--- config.mk ---
export PLATFORM = sky130hd
export DESIGN_NAME = dbuf_deadtime_seq
export DESIGN_NICKNAME = d
export VERILOG_FILES = /design/src/rtl/dbuf_seq_pkg.sv /design/src/rtl/dbuf_dt_counter.sv /design/src/rtl/dbuf_deadtime_seq.sv
export SDC_FILE = /design/constraint.sdc
export NUM_CORES = 1
export LEC_CHECK = 0
export BUFFER_PORTS_ARGS = -buffer_cell sky130_fd_sc_hd__buf_2
export CAP_MARGIN = 20
export CORE_MARGIN = 5
export CORE_UTILIZATION = 53
export DETAILED_ROUTE_END_ITERATION = 6
export PLACE_DENSITY = 0.86
export SLEW_MARGIN = 10
export SYNTH_ARGS = -nofsm -noshare
export SYNTH_HDL_FRONTEND = slang
export SYNTH_HIERARCHICAL = 1
export SYNTH_SLANG_ARGS = --single-unit
--- constraint.sdc ---
create_clock -name CELCLK -period 3.7 [get_ports CELCLK]
set_input_delay 0.37 -clock CELCLK [delete_from_list [all_inputs] [get_ports CELCLK]]
set_output_delay 0.37 -clock CELCLK [all_outputs]
set_load 0.01 [all_outputs]
--- src/rtl/dbuf_seq_pkg.sv ---
// Shared definitions for the dead-time gate-drive sequencer: state
// encodings, default field widths and the debug state width.
package dbuf_seq_pkg;

  localparam int STATE_W     = 3;
  localparam int DT_W_DEF    = 6;
  localparam int MINON_W_DEF = 6;

  // Encodings are visible on state_o, so they are pinned explicitly.
  typedef enum logic [STATE_W-1:0] {
    S_IDLE     = 3'd0,
    S_DT_TO_HS = 3'd1,
    S_HS_ON    = 3'd2,
    S_DT_TO_LS = 3'd3,
    S_LS_ON    = 3'd4,
    S_FAULT    = 3'd5
  } seqState_t;

endpackage

--- src/rtl/dbuf_dt_counter.sv ---
// Loadable down-counter used for both the dead-time interval and the
// high-side minimum on-time. Load wins over decrement; decrement holds at 0.
module dbuf_dt_counter #(
  parameter int W = 6
) (
  input  logic         i_clk,
  input  logic         i_rst,
  input  logic         i_load,
  input  logic [W-1:0] i_loadVal,
  input  logic         i_dec,
  output logic         o_isZero,
  output logic         o_isOne
);

  logic [W-1:0] r_count;

  // Count register: reload on request, otherwise step down and stick at zero.
  always_ff @(posedge i_clk) begin
    if (i_rst) begin
      r_count <= '0;
    end else if (i_load) begin
      r_count <= i_loadVal;
    end else if (i_dec && (r_count != '0)) begin
      r_count <= r_count - 1'b1;
    end
  end

  assign o_isZero = (r_count == '0);
  assign o_isOne  = (r_count == W'(1));

endmodule

--- src/rtl/dbuf_deadtime_seq.sv ---
// Gate-drive sequencer: turns one PWM request into non-overlapping
// high-side / low-side enables with programmable dead time, a high-side
// minimum on-time and a latched fault shutdown.
module dbuf_deadtime_seq
  import dbuf_seq_pkg::*;
#(
  parameter int DT_W    = DT_W_DEF,
  parameter int MINON_W = MINON_W_DEF
) (
  input  logic               CELCLK,
  input  logic               CELRST,
  input  logic               CELV,
  input  logic               CELG,
  input  logic               SUB,
  input  logic               en,
  input  logic               pwm,
  input  logic [DT_W-1:0]    dt_lh,
  input  logic [DT_W-1:0]    dt_hl,
  input  logic [MINON_W-1:0] min_on,
  input  logic               fault,
  input  logic               clr_fault,
  output logic               hs_o,
  output logic               ls_o,
  output logic               flt_o,
  output logic [STATE_W-1:0] state_o
);

  seqState_t         r_state;
  logic              r_hs;
  logic              r_ls;
  logic              r_flt;

  seqState_t         w_nextState;
  logic              w_dtLoad;
  logic              w_dtDec;
  logic [DT_W-1:0]   w_dtSel;
  logic [DT_W-1:0]   w_dtLoadVal;
  logic              w_dtIsOne;
  logic              w_dtIsZero;
  logic              w_mLoad;
  logic              w_mDec;
  logic              w_mIsZero;
  logic              w_mIsOne;
  logic              w_unusedPins;

  // Power/substrate pins carry no logic; fold them so they are consumed.
  assign w_unusedPins = ^{CELV, CELG, SUB, w_dtIsZero, w_mIsOne};

  // A zero dead-time setting still yields one both-off cycle.
  assign w_dtLoadVal = (w_dtSel == '0) ? DT_W'(1) : w_dtSel;

  dbuf_dt_counter #(.W(DT_W)) u_dtCounter (
    .i_clk     (CELCLK),
    .i_rst     (CELRST),
    .i_load    (w_dtLoad),
    .i_loadVal (w_dtLoadVal),
    .i_dec     (w_dtDec),
    .o_isZero  (w_dtIsZero),
    .o_isOne   (w_dtIsOne)
  );

  dbuf_dt_counter #(.W(MINON_W)) u_minOnCounter (
    .i_clk     (CELCLK),
    .i_rst     (CELRST),
    .i_load    (w_mLoad),
    .i_loadVal (min_on),
    .i_dec     (w_mDec),
    .o_isZero  (w_mIsZero),
    .o_isOne   (w_mIsOne)
  );

  // Next-state and counter control: fault beats disable beats normal flow.
  always_comb begin
    w_nextState = r_state;
    w_dtLoad    = 1'b0;
    w_dtDec     = 1'b0;
    w_dtSel     = dt_lh;
    w_mLoad     = 1'b0;
    w_mDec      = 1'b0;
    if (fault) begin
      w_nextState = S_FAULT;
    end else if (!en && (r_state != S_FAULT)) begin
      w_nextState = S_IDLE;
    end else begin
      case (r_state)
        S_IDLE: begin
          w_dtLoad = 1'b1;
          if (pwm) begin
            w_nextState = S_DT_TO_HS;
            w_dtSel     = dt_lh;
          end else begin
            w_nextState = S_DT_TO_LS;
            w_dtSel     = dt_hl;
          end
        end
        S_DT_TO_HS: begin
          if (w_dtIsOne) begin
            w_nextState = S_HS_ON;
            w_mLoad     = 1'b1;
          end else begin
            w_dtDec = 1'b1;
          end
        end
        S_HS_ON: begin
          if (!pwm && w_mIsZero) begin
            w_nextState = S_DT_TO_LS;
            w_dtLoad    = 1'b1;
            w_dtSel     = dt_hl;
          end else begin
            w_mDec = 1'b1;
          end
        end
        S_DT_TO_LS: begin
          if (w_dtIsOne) begin
            w_nextState = S_LS_ON;
          end else begin
            w_dtDec = 1'b1;
          end
        end
        S_LS_ON: begin
          if (pwm) begin
            w_nextState = S_DT_TO_HS;
            w_dtLoad    = 1'b1;
            w_dtSel     = dt_lh;
          end
        end
        S_FAULT: begin
          if (clr_fault) begin
            w_nextState = S_IDLE;
          end
        end
        default: begin
          w_nextState = S_IDLE;
        end
      endcase
    end
  end

  // State register with outputs decoded from the next state so they are registered too.
  always_ff @(posedge CELCLK) begin
    if (CELRST) begin
      r_state <= S_IDLE;
      r_hs    <= 1'b0;
      r_ls    <= 1'b0;
      r_flt   <= 1'b0;
    end else begin
      r_state <= w_nextState;
      r_hs    <= (w_nextState == S_HS_ON);
      r_ls    <= (w_nextState == S_LS_ON);
      r_flt   <= (w_nextState == S_FAULT);
    end
  end

  assign hs_o    = r_hs;
  assign ls_o    = r_ls;
  assign flt_o   = r_flt;
  assign state_o = r_state;

endmodule

==> run_results.csv, run 1 <==
group,metric,value,unit
global_route,grt-ovfl-total,0,
detailed_routing,drt-total-wl,3.04,mm
critical_path,r2r-start,"u_minOnCounter/r_count[0]$_SDFFE_PP0P_",
cts,cts_htree_levels,1,
critical_path,critPathKind,"reg -> reg",
floorplanning,core_area,2450,um2
cts,clock_path_buffers,2,
synthesis,syn_nets,191,
synthesis,syn_area,1340,um2
detailed_routing,routedWlPerCell,14.2,um
sta,setup_viol,0,
global_route,grt_max_degree,25,
critical_path,reg2reg_slack,0.71,ns
sta,tns,0,ns
detailed_routing,final_antenna_net_count,0,
critical_path,critPathLaunchType,"flop",
floorplanning,die_h,60.3,um
critical_path,crit_end,"u_minOnCounter/r_count[3]$_SDFFE_PP0P_",
global_route,antenna_found_initial,0,
critical_path,cp_data_arrival_time,3.21,ns
synthesis,avgSynthCellArea,8.43,um2
sta,clock-skew-final,0.00383,ns
final_layout,antenna_cells,0,
detailed_routing,dr.pass1.iters,6,
sta,whs,0.277,ns
cts,clock-sinks,18,
cts,cts-resized-gates,0,
sta,max_slew_margin,49.4,%
sta,finalCriticalPeriod,2.99,ns
final_layout,fin_nets,217,
sta,slew_viol_final,0,
critical_path,cp_top_family,"simple AND/OR/NAND/NOR gates",
critical_path,reg2reg_depth,10,
critical_path,crit_path_end_kind,"flop",
place,io_buffers,29,
critical_path,worstPathCellList,"inv_1 > ha_1 > or4b_4 > nor2_1 > nand2b_1 > nand2_1 > nor3_1 > or4b_4 > or3_1 > a221oi_2",
global_route,grt_use_total,18.8,%
detailed_routing,viasPerCell,6.14,
sta,max_slew.worst_pin.slew,0.753,ns
final_layout,nFillCells,217,
detailed_routing,routed-via-count,1313,
sta,grt_setup_unrepaired,"no",
critical_path,required,3.92,ns
cts,path_clk_slew,0.11,ns
place,place_ws,0.781,ns
cts,post_cts_buffers,0,
global_route,grt_pass1_wl,5.21,mm
final_layout,stdcell_area,1520,um2
place,place_area,1480,um2
final_layout,register_area,360,um2
critical_path,startpoint,"u_minOnCounter/r_count[0]$_SDFFE_PP0P_",
run,maxCapViolCount,0,
synthesis,syn_inst,159,
floorplanning,die-area,3630,um2
critical_path,path_depth,10,
place,gp_congestion,0.834,
final_layout,multi_input_area,862,um2
critical_path,timing.critical_path.mode_cell,"or4b_4",
floorplanning,rows,18,
floorplanning,io_pins,33,
floorplanning,start_util,54.6,%
synthesis,yosys_warnings,6,
power,peakVddDrop,194,uV
power,leakage,0.613,nW
sta,timing.final.ws_setup,0.713,ns
worst_hold_path,hp-class,"in -> reg",
power,finalPower,0.470,mW
floorplanning,die_w,60.3,um
cts,cts-root-buf,"clkbuf_4",
final_layout,drive_above_1_share,25.5,%
place,dp_hpwl,2.29,mm
sta,hold_viol,0,
power,p_per_area,310,nW/um2
global_route,grt_pass1_vias,1220,
cts,clock_latency,0.30,ns
outcome,outcome,"completed",
final_layout,area_growth,13.2,%
cts,cts_tree,"yes",
critical_path,timing.rr.end,"u_minOnCounter/r_count[3]$_SDFFE_PP0P_",
critical_path,crit_path_top_delay_cell,"nor3_1",
critical_path,cp.buffers_inverters,1,
critical_path,max_stage_delay,0.60,ns
detailed_routing,drc,0,
cts,hold_buffers,0,
critical_path,cp_max_fo,7,
detailed_routing,drt_iter0_markers,95,
sta,min_period_over_period,80.7,%
sta,fmax,335,MHz
cts,cts_made_buffers,3,
## layer usage
metal / wire length (um) / global-route usage (%) / vias to the layer above
li1: - / - / 658
met1: 1370 / 23.9 / 606
met2: 1430 / 30.7 / 45
met3: 195 / 3.67 / 4
met4: 38 / 7.91 / 0
met5: 0 / 0 / -
## worst register-to-register path: stages, from the launching register on
cell      delay, ns
dfxtp_1        0.40
inv_1          0.08
ha_1           0.22
or4b_4         0.23
nor2_1         0.06
nand2b_1       0.12
nand2_1        0.08
nor3_1         0.60
or4b_4         0.57
or3_1          0.34
a221oi_2       0.21
## cell type report
cell class	count	area share (%)
clock buffers	4	2.39
repair buffers	30	10.1
inverters	18	4.46
multi-input cells	114	56.8
well taps	30	2.48
flip-flops and latches	18	23.8
## per-stage QoR
step                utilization [%]  std cells
floorplan                         -        159
global placement               60.3        210
detailed placement             60.3        210
CTS                            61.8        214
global route                   61.8        214
finish                         61.8        214
## placed cells by master, fill, tap and decap left out, types with 2 or more instances in the layout
cell type and instances:
o21a_1 4, nand2b_1 7, buf_2 29, or3_1 5, ha_1 5, nand4bb_1 2, o311a_1 2, o31ai_1 2
inv_1 18, o2111ai_1 2, nor4_1 3, o21ai_0 2, mux2_2 5, a221oi_1 6, or4b_4 4, nor2b_1 2
nor3_1 6, a21oi_1 14, dfxtp_1 18, or4_1 4, nand3b_1 3, nor4b_1 4, o31a_1 2, nand2_1 6
nor2_1 5, clkbuf_4 3, nand3_1 4
## power breakdown
| group | internal, mW | leakage, nW | switching [mW] |
|---|---|---|---|
| Clock | 0.0600 | 0.0210 | 0.0656 |
| Sequential | 0.205 | 0.147 | 0.0181 |
| Combinational | 0.0581 | 0.445 | 0.0629 |
## worst min path at each step
stage                                                start                                     end  slack (ns)  cells past startpoint
global placement    u_minOnCounter/r_count[5]$_SDFFE_PP0P_  u_minOnCounter/r_count[5]$_SDFFE_PP0P_        0.50                      2
floorplan                                           CELRST                   state_o[0]$_SDFF_PP0_        0.44                      1
finish                                               fault                         ls_o$_SDFF_PP0_        0.28                      2
CTS                                                  fault                         ls_o$_SDFF_PP0_        0.27                      2
global route                                         fault                         ls_o$_SDFF_PP0_        0.27                      2
detailed placement  u_minOnCounter/r_count[5]$_SDFFE_PP0P_  u_minOnCounter/r_count[5]$_SDFFE_PP0P_        0.51                      2
## flip-flops by register name (all words and copies together) (netlist names)
| name | count |
|---|---|
| flt_o | 1 |
| hs_o | 1 |
| ls_o | 1 |
| state_o | 3 |
| u_dtCounter/r_count | 6 |
| u_minOnCounter/r_count | 6 |
Power figures use the tool's default switching activity.
==> inputs of run 2 (changes only) <==
clock period = 3 ns   (was 3.7 ns; I/O delays follow)
==> run 2 against run 1 <==
Compared with the run above:
- sequential share of layout area is 0.23 points lower
- critical path depth stayed put
- flip-flop and latch count stayed put
- clock skew is 0.00061 ns lower
- register-to-register slack worse by 0.38 ns
- largest cell class unchanged
- largest power group unchanged
- fmax is 12% higher
- clock power is 23% higher
- final cell count is 0.93% higher
- sequential power is 23% higher
- via count is 2.1% lower
- utilization is 0.61 points higher
- critical path type unchanged
- total power is 23% higher
==> run_results.csv, run 2 (same netlist as run 1, synthesis figures left out) <==
group,metric,value,unit
outcome,outcome,"completed",
place,io_buffers,29,
critical_path,critPathKind,"reg -> reg",
cts,cts_made_buffers,3,
critical_path,cp_max_fo,7,
global_route,antenna_found_initial,0,
detailed_routing,final_antenna_net_count,0,
cts,cts-resized-gates,0,
floorplanning,start_util,54.6,%
global_route,grt_use_total,18.3,%
final_layout,fin_nets,219,
worst_hold_path,hp-class,"in -> reg",
run,maxCapViolCount,0,
critical_path,crit_path_end_kind,"flop",
floorplanning,die_w,60.3,um
detailed_routing,routed-via-count,1285,
detailed_routing,drc,0,
cts,clock_latency,0.30,ns
final_layout,final_util,62.4,%
critical_path,timing.rr.end,"u_dtCounter/r_count[1]$_SDFFE_PP0P_",
power,leakage,0.623,nW
final_layout,layout_common_cells,"buf_2 (29), inv_1 (18), dfxtp_1 (18), a21oi_1 (14), nand2b_1 (7)",
cts,clock-sinks,18,
floorplanning,die_h,60.3,um
global_route,grt_max_degree,25,
critical_path,critPathLaunchType,"flop",
cts,post_cts_buffers,0,
floorplanning,rows,18,
detailed_routing,routedWlPerCell,14.2,um
power,peakVddDrop,308,uV
place,dp_hpwl,2.34,mm
cts,path_clk_slew,0.11,ns
final_layout,drive_above_1_share,26.3,%
final_layout,antenna_cells,0,
sta,timing.final.ws_setup,0.329,ns
sta,clock-skew-final,0.00322,ns
place,gp_congestion,0.833,
place,place_ws,0.379,ns
place,place_area,1500,um2
sta,min_period_over_period,89.0,%
sta,tns,0,ns
critical_path,required,3.20,ns
floorplanning,die-area,3630,um2
final_layout,nFillCells,212,
sta,slew_viol_final,0,
detailed_routing,viasPerCell,5.95,
critical_path,reg2reg_slack,0.33,ns
power,p_per_area,377,nW/um2
sta,max_slew.worst_pin.slew,0.507,ns
sta,setup_viol,0,
global_route,grt-ovfl-total,0,
sta,fmax,374,MHz
cts,cts-root-buf,"clkbuf_4",
critical_path,cp_data_arrival_time,2.87,ns
cts,cts_htree_levels,1,
power,finalPower,0.577,mW
floorplanning,io_pins,33,
critical_path,startpoint,"u_minOnCounter/r_count[0]$_SDFFE_PP0P_",
critical_path,crit_end,"u_dtCounter/r_count[1]$_SDFFE_PP0P_",
sta,finalCriticalPeriod,2.67,ns
detailed_routing,drt-total-wl,3.06,mm
final_layout,area_growth,14.3,%
cts,cts_tree,"yes",
cts,clock_path_buffers,2,
final_layout,mostFrequentLayoutCell,"buf_2",
critical_path,reg2reg_depth,10,
floorplanning,core_area,2450,um2
global_route,grt_pass1_wl,5.20,mm
global_route,grt_pass1_vias,1260,
detailed_routing,drt_iter0_markers,27,
final_layout,stdcell_area,1530,um2
detailed_routing,dr.pass1.iters,4,
sta,hold_viol,0,
sta,max_slew_margin,66.2,%
sta,grt_setup_unrepaired,"no",
cts,hold_buffers,0,
critical_path,r2r-start,"u_minOnCounter/r_count[0]$_SDFFE_PP0P_",
==> run 2: per-stage QoR <==
| stage | std cells | hold slack (ns) |
|---|---|---|
| 2_1_floorplan | 159 | 0.369 |
| 3_3_place_gp | 212 | 0.500 |
| 3_5_place_dp | 212 | 0.520 |
| 4_1_cts | 216 | 0.193 |
| 5_1_grt | 216 | 0.200 |
| 6_report | 216 | 0.206 |
==> run 2: worst min-delay path by stage <==
stage	start	end	slack [ns]	cells past startpoint
3_5_place_dp	u_minOnCounter/r_count[5]$_SDFFE_PP0P_	u_minOnCounter/r_count[5]$_SDFFE_PP0P_	0.52	2
2_1_floorplan	CELRST	state_o[0]$_SDFF_PP0_	0.37	1
6_report	fault	ls_o$_SDFF_PP0_	0.21	2
3_3_place_gp	u_minOnCounter/r_count[5]$_SDFFE_PP0P_	u_minOnCounter/r_count[5]$_SDFFE_PP0P_	0.50	2
4_1_cts	fault	ls_o$_SDFF_PP0_	0.19	2
5_1_grt	fault	ls_o$_SDFF_PP0_	0.20	2
==> run 2: worst max-delay path, stage by stage (launching register included) <==
cell and delay (ns):
dfxtp_1 0.35, inv_1 0.09, ha_1 0.18, or4b_4 0.50, nor2_1 0.16, inv_1 0.09
a2111oi_4 0.55, mux2_2 0.40, inv_1 0.06, a21oi_1 0.06, o311a_1 0.12
==> run 2: metal layers <==
layer / global-route usage [%] / share of wire, % / vias to the layer above
met5: 0 / 0 / -
met4: 4.75 / 0 / 0
met3: 4.10 / 6.6 / 0
li1: - / - / 653
met2: 34.0 / 51 / 43
met1: 20.8 / 42 / 589
==> run 2: where the power goes <==
group	switching (mW)	internal (mW)	total, mW
registers	0.0212	0.253	0.274
clock network	0.0807	0.0740	0.155
logic	0.0765	0.0723	0.149
total	0.178	0.399	0.577
==> run 2: layout make-up <==
cell class	instances	area, um2	share of cell area, %
repair buffers	32	168	10.9
flip-flops and latches	18	360	23.5
inverters	18	67.6	4.41
well taps	30	37.5	2.45
multi-input cells	114	862	56.3
clock buffers	4	36.3	2.37
